==> src/rtl/mips32_instr_encoder_pkg.sv <==
// Shared definitions for the MIPS32 instruction encoder: symbolic ops,
// MIPS opcode/funct constants, FSM state encoding and the request payload.
package mips32_instr_encoder_pkg;

  localparam int unsigned OP_W     = 4;
  localparam int unsigned REG_W    = 5;
  localparam int unsigned IMM_W    = 16;
  localparam int unsigned TARGET_W = 26;
  localparam int unsigned WORD_W   = 32;

  typedef enum logic [OP_W-1:0] {
    OP_ADD  = 4'd0,
    OP_SUB  = 4'd1,
    OP_AND  = 4'd2,
    OP_OR   = 4'd3,
    OP_SLT  = 4'd4,
    OP_LW   = 4'd5,
    OP_SW   = 4'd6,
    OP_BEQ  = 4'd7,
    OP_BNE  = 4'd8,
    OP_JUMP = 4'd9
  } op_e;

  // Opcode and funct values match the control-unit decode tables.
  localparam logic [5:0] OPC_RTYPE = 6'h00;
  localparam logic [5:0] OPC_LW    = 6'h23;
  localparam logic [5:0] OPC_SW    = 6'h2B;
  localparam logic [5:0] OPC_BEQ   = 6'h04;
  localparam logic [5:0] OPC_BNE   = 6'h05;
  localparam logic [5:0] OPC_J     = 6'h02;

  localparam logic [5:0] FN_ADD = 6'h20;
  localparam logic [5:0] FN_SUB = 6'h22;
  localparam logic [5:0] FN_AND = 6'h24;
  localparam logic [5:0] FN_OR  = 6'h25;
  localparam logic [5:0] FN_SLT = 6'h2A;

  typedef enum logic [1:0] {
    ST_IDLE   = 2'd0,
    ST_ACTIVE = 2'd1,
    ST_DONE   = 2'd2
  } state_e;

  typedef struct packed {
    logic [OP_W-1:0]     op;
    logic [REG_W-1:0]    rs;
    logic [REG_W-1:0]    rt;
    logic [REG_W-1:0]    rd;
    logic [IMM_W-1:0]    imm;
    logic [TARGET_W-1:0] target;
  } req_t;

endpackage

==> src/rtl/mips32_word_pack.sv <==
// Combinational packer: symbolic request -> 32-bit MIPS word plus a flag
// saying whether the op code was one of the ten supported ops.
module mips32_word_pack
  import mips32_instr_encoder_pkg::*;
(
  input  req_t              req,
  output logic [WORD_W-1:0] word,
  output logic              valid
);

  always_comb begin
    word  = '0;
    valid = 1'b1;
    case (req.op)
      OP_ADD:  word = {OPC_RTYPE, req.rs, req.rt, req.rd, 5'b0, FN_ADD};
      OP_SUB:  word = {OPC_RTYPE, req.rs, req.rt, req.rd, 5'b0, FN_SUB};
      OP_AND:  word = {OPC_RTYPE, req.rs, req.rt, req.rd, 5'b0, FN_AND};
      OP_OR:   word = {OPC_RTYPE, req.rs, req.rt, req.rd, 5'b0, FN_OR};
      OP_SLT:  word = {OPC_RTYPE, req.rs, req.rt, req.rd, 5'b0, FN_SLT};
      OP_LW:   word = {OPC_LW,  req.rs, req.rt, req.imm};
      OP_SW:   word = {OPC_SW,  req.rs, req.rt, req.imm};
      OP_BEQ:  word = {OPC_BEQ, req.rs, req.rt, req.imm};
      OP_BNE:  word = {OPC_BNE, req.rs, req.rt, req.imm};
      OP_JUMP: word = {OPC_J, req.target};
      default: valid = 1'b0;
    endcase
  end

endmodule

==> src/rtl/mips32_instr_encoder.sv <==
// Session-based instruction loader: accepts symbolic requests, encodes them
// and writes consecutive instruction-memory words from a programmable base.
module mips32_instr_encoder
  import mips32_instr_encoder_pkg::*;
#(
  parameter int unsigned ADDR_W = 10
) (
  input  logic                clk,
  input  logic                rst,
  input  logic                start,
  input  logic [ADDR_W-1:0]   base_addr,
  input  logic                finish,
  input  logic                req_valid,
  output logic                req_ready,
  input  logic [OP_W-1:0]     req_op,
  input  logic [REG_W-1:0]    req_rs,
  input  logic [REG_W-1:0]    req_rt,
  input  logic [REG_W-1:0]    req_rd,
  input  logic [IMM_W-1:0]    req_imm,
  input  logic [TARGET_W-1:0] req_target,
  output logic                imem_we,
  output logic [ADDR_W-1:0]   imem_addr,
  output logic [WORD_W-1:0]   imem_wdata,
  output logic                busy,
  output logic                done,
  output logic                full,
  output logic                inv_op,
  output logic [ADDR_W:0]     num_written
);

  state_e              state;
  state_e              state_next;
  logic [ADDR_W-1:0]   wptr;
  req_t                req;
  logic [WORD_W-1:0]   pack_word;
  logic                pack_valid;
  logic                accept;
  logic                wr_ok;
  logic                at_top;
  logic                session_start;

  assign req = '{op: req_op, rs: req_rs, rt: req_rt, rd: req_rd,
                 imm: req_imm, target: req_target};

  mips32_word_pack u_pack (
    .req   (req),
    .word  (pack_word),
    .valid (pack_valid)
  );

  // Handshake is combinational so finish blocks an accept in the same cycle.
  assign req_ready     = (state == ST_ACTIVE) && !full && !finish;
  assign accept        = req_valid && req_ready;
  assign wr_ok         = accept && pack_valid;
  assign at_top        = (wptr == {ADDR_W{1'b1}});
  assign session_start = start && (state != ST_ACTIVE);

  assign busy = (state == ST_ACTIVE);
  assign done = (state == ST_DONE);

  always_ff @(posedge clk) begin
    if (rst) state <= ST_IDLE;
    else     state <= state_next;
  end

  // Filling the last word ends the session at the same edge that sets full.
  always_comb begin
    state_next = state;
    case (state)
      ST_IDLE:   if (start) state_next = ST_ACTIVE;
      ST_ACTIVE: if (finish || full || (wr_ok && at_top)) state_next = ST_DONE;
      ST_DONE:   if (start) state_next = ST_ACTIVE;
      default:   state_next = ST_IDLE;
    endcase
  end

  always_ff @(posedge clk) begin
    if (rst) begin
      wptr        <= '0;
      imem_we     <= 1'b0;
      imem_addr   <= '0;
      imem_wdata  <= '0;
      full        <= 1'b0;
      inv_op      <= 1'b0;
      num_written <= '0;
    end else begin
      imem_we <= wr_ok;
      if (wr_ok) begin
        imem_addr   <= wptr;
        imem_wdata  <= pack_word;
        num_written <= num_written + (ADDR_W+1)'(1);
        if (at_top) full <= 1'b1;
        else        wptr <= wptr + ADDR_W'(1);
      end
      if (accept && !pack_valid) inv_op <= 1'b1;
      if (session_start) begin
        wptr        <= base_addr;
        num_written <= '0;
        full        <= 1'b0;
        inv_op      <= 1'b0;
      end
    end
  end

endmodule

==> config.mk <==
export PLATFORM = sky130hd
export DESIGN_NAME = mips32_instr_encoder
export DESIGN_NICKNAME = d
export VERILOG_FILES = /design/src/rtl/mips32_instr_encoder_pkg.sv /design/src/rtl/mips32_word_pack.sv /design/src/rtl/mips32_instr_encoder.sv
export SDC_FILE = /design/constraint.sdc
export NUM_CORES = 1
export LEC_CHECK = 0
export CAP_MARGIN = 20
export CORE_MARGIN = 2
export CORE_UTILIZATION = 29
export DETAILED_ROUTE_END_ITERATION = 6
export PLACE_DENSITY_LB_ADDON = 0.08
export SLEW_MARGIN = 20
export SYNTH_ARGS = -nofsm -noshare
export SYNTH_HDL_FRONTEND = slang
export SYNTH_SLANG_ARGS = --single-unit
export TNS_END_PERCENT = 20
==> constraint.sdc <==
create_clock -name clk -period 3.2 [get_ports clk]
set_input_delay 0.64 -clock clk [delete_from_list [all_inputs] [get_ports clk]]
set_output_delay 0.64 -clock clk [all_outputs]
set_load 0.02 [all_outputs]
==> impl_metrics.ini, run 1 <==
[run_status]
status = completed

[place]
io_buffers = 133
dp.final_hpwl_um = 7410
place_congestion = 0.778
numPlacedInstances = 651

[power]
p_leak_nw = 1.66
vdd_drop_max_v = 0.000183
finalPower_mw = 1.89
power_density_nw_per_um2 = 389

[global_route]
grt_pass1_vias = 3217
grt_overflow = 0
grt_pass1_wl_um = 16300
antenna_found_initial = 0
grt_max_degree = 35
grtUsageTotal = 0.174

[hold_path]
hold_depth = 2
min-delay-start = imem_addr[1]
min_to = imem_addr[1]
hp-class = reg2reg

[sta]
grt_setup_unrepaired = no
worst_clock_skew_ns = 0.0129
timing.setup.tns_ns = 0
post-route-period-util = 0.836
hold_viol_final = 0
max-slew-margin-rel = 0.436
final_max_slew_viol_count = 0
max_freq_ghz = 0.374
layout_min_cycle_time_ns = 2.68
worstMarginPinSlew_ns = 0.841
setup_viol = 0

[critical_path]
r2r_slack_ns = 1.24
critical_path.max_stage_delay_ns = 0.67
crit_fanout = 2
critPathBufInv = 2
reg2reg_from = full
cp-end-kind = output pin
setup.worst_path.class = in2out
reg2reg_to = num_written[5]
crit_top_cell = clkdlybuf4s50_1
path_cells = clkdlybuf4s50_1 > nor4b_4 > clkdlybuf4s50_1
cp_slowest_cell = clkdlybuf4s50_1
cpLargestDelayFamily = buffers and inverters
critPathRequiredTime_ns = 2.56
ff2ff_path_depth = 7
worst_setup_path_start_kind = input port
critical_path_arrival_ns = 2.04

[finish]
antennaDiodeCount = 0
layout_common_cells = clkdlybuf4s50_1 (132), dfxtp_1 (67), nor2_1 (62), nand2_1 (36), nor3_1 (32)
drive_gt1_frac = 0.0722
final_common_cell = clkdlybuf4s50_1
n_fill_cell = 1085
area_growth_pct = 52.1
instances_no_fill = 666
nets = 600

[logic_synthesis]
synthXorXnorAreaFrac = 0.0301
yosys.area_share.adder = 0.00782
synthMuxAreaShare = 0.00665
ys_async_sr_fraction = 0
synth-seq-cells = 67
synth_area_leaders = dfxtp_1 (42%), nor2_1 (7.3%), nor3_1 (5.0%)
synth_top_family_by_area = simple AND/OR/NAND/NOR gates
synth.top_cell.area_share = 0.419
syn-cell-area_um2 = 3200
synth_edf_count = 0
yosysWarningCount = 0
synth_area_per_cell_um2 = 8.16
yosysUniqueCellTypes = 52
yosys.area.top_type = dfxtp_1
synth-seq-area-share = 0.419
syn-num-nets = 470
syn_inst = 392
synthSimpleGateAreaFrac = 0.258
synth_compound_gate_area_share = 0.225
synth_ff_type = dfxtp_1

[floorplan]
dieHeight_um = 109
rows = 38
io_pins = 135
start_util = 0.296
die-area_um2 = 11900
core_um2 = 10800
die_w_um = 109

[clock_tree]
cts.sinks = 67
worstSkewPairLatency_ns = 0.34
numCtsBuffers = 9
post-cts-setup-buffers = 0
ctsLongestPathBuffers = 2
cts_tree = done
htreeDepth = 3
cts.reportedPaths.clkPinSlew_ns = 0.07
cts-root-buf = clkbuf_8
cts_resized = 0
postCtsHoldBufs = 0

[detailed_routing]
route.detailed.drc = 0
vias = 3341
routedWlPerCell_um = 15.3
drt_iter0_markers = 160
viasPerCell = 5.02
wl_um = 10200
ant_nets = 0
dr.pass1.iters = 4

[flow_run]
cap_violations = 0
-- cell type report --
type                            count  area (µm²)  area share
Multi-Input combinational cell    287        1690       0.348
Timing Repair Buffer              146        1420       0.293
Sequential cell                    67        1340       0.276
Tap cell                          140         175      0.0360
Clock buffer                       10         138      0.0283
Clock inverter                      5        53.8      0.0111
Inverter                           11        41.3     0.00849
-- cell usage after synthesis, types with 3 or more instances --
cell	n
a21oi_1	22
nand2_1	36
a22oi_1	4
buf_4	5
dfxtp_1	67
xor2_1	5
a221oi_1	17
nor2_1	62
nand4_1	7
a211oi_1	14
a31oi_1	3
o21ai_0	12
nor3_1	32
buf_2	4
clkbuf_1	17
a22o_1	6
inv_1	10
nand2b_1	8
nand3_1	6
xnor2_1	6
nor2b_1	7
a222oi_1	6
-- state kept, by name (all words and copies together) (netlist names) --
name and count:
inv_op 1, imem_we 1, full 1, state 2, wptr 10, num_written 11
imem_wdata 31, imem_addr 10
-- metal layers --
metal | part of all wire | vias to the layer above | global-route usage
li1 | - | 1686 | -
met1 | 0.45 | 1527 | 0.226
met2 | 0.46 | 108 | 0.276
met3 | 0.063 | 20 | 0.0406
met4 | 0.023 | 0 | 0.0733
met5 | 0 | - | 0
-- power breakdown --
part | internal, mW | switching [mW] | leakage (nW)
clock network | 0.374 | 0.330 | 0.102
logic | 0.164 | 0.143 | 1.02
registers | 0.857 | 0.0243 | 0.544
total | 1.40 | 0.498 | 1.66
-- metrics by stage --
stage,util,cell area (µm²),hold slack [ns],worst slack [ns]
after global routing,0.451,4860,0.484,0.482
after CTS,0.451,4860,0.463,0.512
after floorplan,-,3200,0.459,1.10
after detailed placement,0.433,4670,0.452,0.379
after global placement,0.433,4670,0.443,0.437
final,0.451,4860,0.458,0.524
-- cells by family after synthesis --
group                    count (synthesis)
flip-flops                              67
AND/OR/NAND/NOR                        172
XOR/XNOR                                11
other                                    1
AO/OA/AOI/OAI                           99
buffers and inverters                   38
multiplexers                             2
adder cells (fa/ha/maj)                  2
-- worst max path at each step --
stage / start / end / slack [ns] / cells past startpoint
2_1_floorplan: finish / wptr[2] / 1.10 / 6
3_3_place_gp: req_op[2] / num_written[4] / 0.44 / 7
3_5_place_dp: req_op[2] / num_written[5] / 0.38 / 7
4_1_cts: finish / req_ready / 0.51 / 3
5_1_grt: finish / req_ready / 0.48 / 3
6_report: finish / req_ready / 0.52 / 3
-- tightest hold or removal path: cells and delay by family, from the launching register on --
kind	cells	cell delay, ns
AO/OA/AOI/OAI	1	0.05
flip-flops	1	0.31
AND/OR/NAND/NOR	1	0.05
Power figures use the tool's default switching activity.
==> run 2: changes to the inputs <==
- clock period: 3.2 -> 2.6 ns (I/O delays scaled with it)
==> run 2 against run 1 <==
Compared with the run above: total power increased by 30%; sequential cell count unchanged; sequential share of layout area decreased by 0.61 points; critical path type unchanged; critical endpoint unchanged; largest cell class unchanged; highest routed layer unchanged.
==> impl_metrics.ini, run 2 (same netlist as run 1, synthesis figures left out) <==
[run_status]
status = completed

[critical_path]
r2r_slack_ns = 0.40
crit_fanout = 5
ff2ff_path_depth = 6
worst_setup_path_start_kind = input port
reg2reg_to = wptr[1]
cp-end-kind = output pin
critPathRequiredTime_ns = 2.08
reg2reg_from = wptr[0]
setup.worst_path.class = in2out
critical_path_arrival_ns = 1.76

[sta]
timing.setup.tns_ns = 0
max_freq_ghz = 0.439
worstMarginPinSlew_ns = 0.753
final_max_slew_viol_count = 0
layout_min_cycle_time_ns = 2.28
post-route-period-util = 0.875
setup_viol = 0
hold_viol_final = 0
worst_clock_skew_ns = 0.0144
grt_setup_unrepaired = no
max-slew-margin-rel = 0.495

[global_route]
antenna_found_initial = 0
grt_overflow = 0
grt_pass1_vias = 3233
grt_max_degree = 53
grtUsageTotal = 0.170
grt_pass1_wl_um = 16000

[power]
p_leak_nw = 1.72
finalPower_mw = 2.46
power_density_nw_per_um2 = 494
vdd_drop_max_v = 0.000201

[detailed_routing]
route.detailed.drc = 0
drt_iter0_markers = 142
ant_nets = 0
viasPerCell = 5.01
vias = 3387
dr.pass1.iters = 4
wl_um = 10000
routedWlPerCell_um = 14.8

[floorplan]
io_pins = 135
core_um2 = 10800
die_w_um = 109
start_util = 0.296
die-area_um2 = 11900
dieHeight_um = 109
rows = 38

[place]
dp.final_hpwl_um = 7260
place_congestion = 0.829
numPlacedInstances = 660
io_buffers = 133

[finish]
instances_no_fill = 676
regMostFlops = imem_wdata
area_growth_pct = 55.6
layout_common_cells = clkdlybuf4s50_1 (131), dfxtp_1 (67), nor2_1 (62), nand2_1 (36), nor3_1 (32)
antennaDiodeCount = 0
final_common_cell = clkdlybuf4s50_1
largest_reg_flops = 31
nets = 609
drive_gt1_frac = 0.0896
top_regs = imem_wdata: 31 flops, num_written: 11 flops

[clock_tree]
numCtsBuffers = 9
worstSkewPairLatency_ns = 0.34
cts.reportedPaths.clkPinSlew_ns = 0.08
cts.sinks = 67
post-cts-setup-buffers = 0
cts-root-buf = clkbuf_8
postCtsHoldBufs = 0
htreeDepth = 3
cts_tree = done
ctsLongestPathBuffers = 2

[flow_run]
cap_violations = 0

[hold_path]
hp-class = in2reg
min_to = wptr[1]
min-delay-start = rst
hold_depth = 2
==> run 2: cell count changes in the layout (fill, tap and decap cells not counted) <==
cell,before,now
clkbuf_8,10,9
dlygate4sd2_1,0,1
clkinvlp_4,0,1
buf_4,13,21
clkdlybuf4s50_1,132,131
bufinv_16,1,2
buf_12,0,1
clkinv_2,3,1
inv_6,0,2
==> run 2: worst max path at each step <==
stage,slack (ns),cells past startpoint,to,startpoint
2_1_floorplan,0.62,6,wptr[2],finish
3_3_place_gp,0.01,3,req_ready,finish
3_5_place_dp,0.01,3,req_ready,finish
4_1_cts,0.30,3,req_ready,finish
5_1_grt,0.20,6,wptr[1],wptr[0]
6_report,0.32,3,req_ready,finish
==> run 2: area by class of cell <==
class | count | area, µm²
clock buffer | 9 | 124
fill | 1101 | 5820
tap | 140 | 175
clock inverter | 7 | 98.8
inverter | 11 | 41.3
sequential | 67 | 1340
multi-input combinational | 287 | 1690
timing repair buffer | 155 | 1500
==> run 2: worst max-delay path: stages <==
cell	delay (ns)
clkdlybuf4s50_1	0.46
nor4b_4	0.38
dlygate4sd2_1	0.40
==> run 2: what timing repair did <==
action	in CTS	in global routing
gates resized for setup	1	0
endpoints found under the hold margin	0	0
setup endpoints to repair	1	0
==> run 2: report_power, final <==
group | internal, mW | switching [mW]
combinational | 0.210 | 0.178
sequential | 1.05 | 0.0295
clock | 0.547 | 0.438
total | 1.81 | 0.646
==> run 2: per-layer routing <==
metal / wire [µm] / vias up / GRT usage
met5: 0 / - / 0
met4: 87 / 0 / 0.0449
met3: 670 / 6 / 0.0472
met2: 4760 / 99 / 0.280
met1: 4510 / 1580 / 0.220
li1: - / 1702 / -
==> run 2: metrics by stage <==
stage          hold WS, ns  setup slack [ns]  area, µm²  utilization
2_1_floorplan        0.459             0.617       3200            -
3_3_place_gp         0.443           0.00970       4750        0.440
3_5_place_dp         0.446            0.0112       4750        0.440
5_1_grt              0.414             0.203       4970        0.461
4_1_cts              0.404             0.303       4970        0.461
6_report             0.432             0.324       4970        0.461
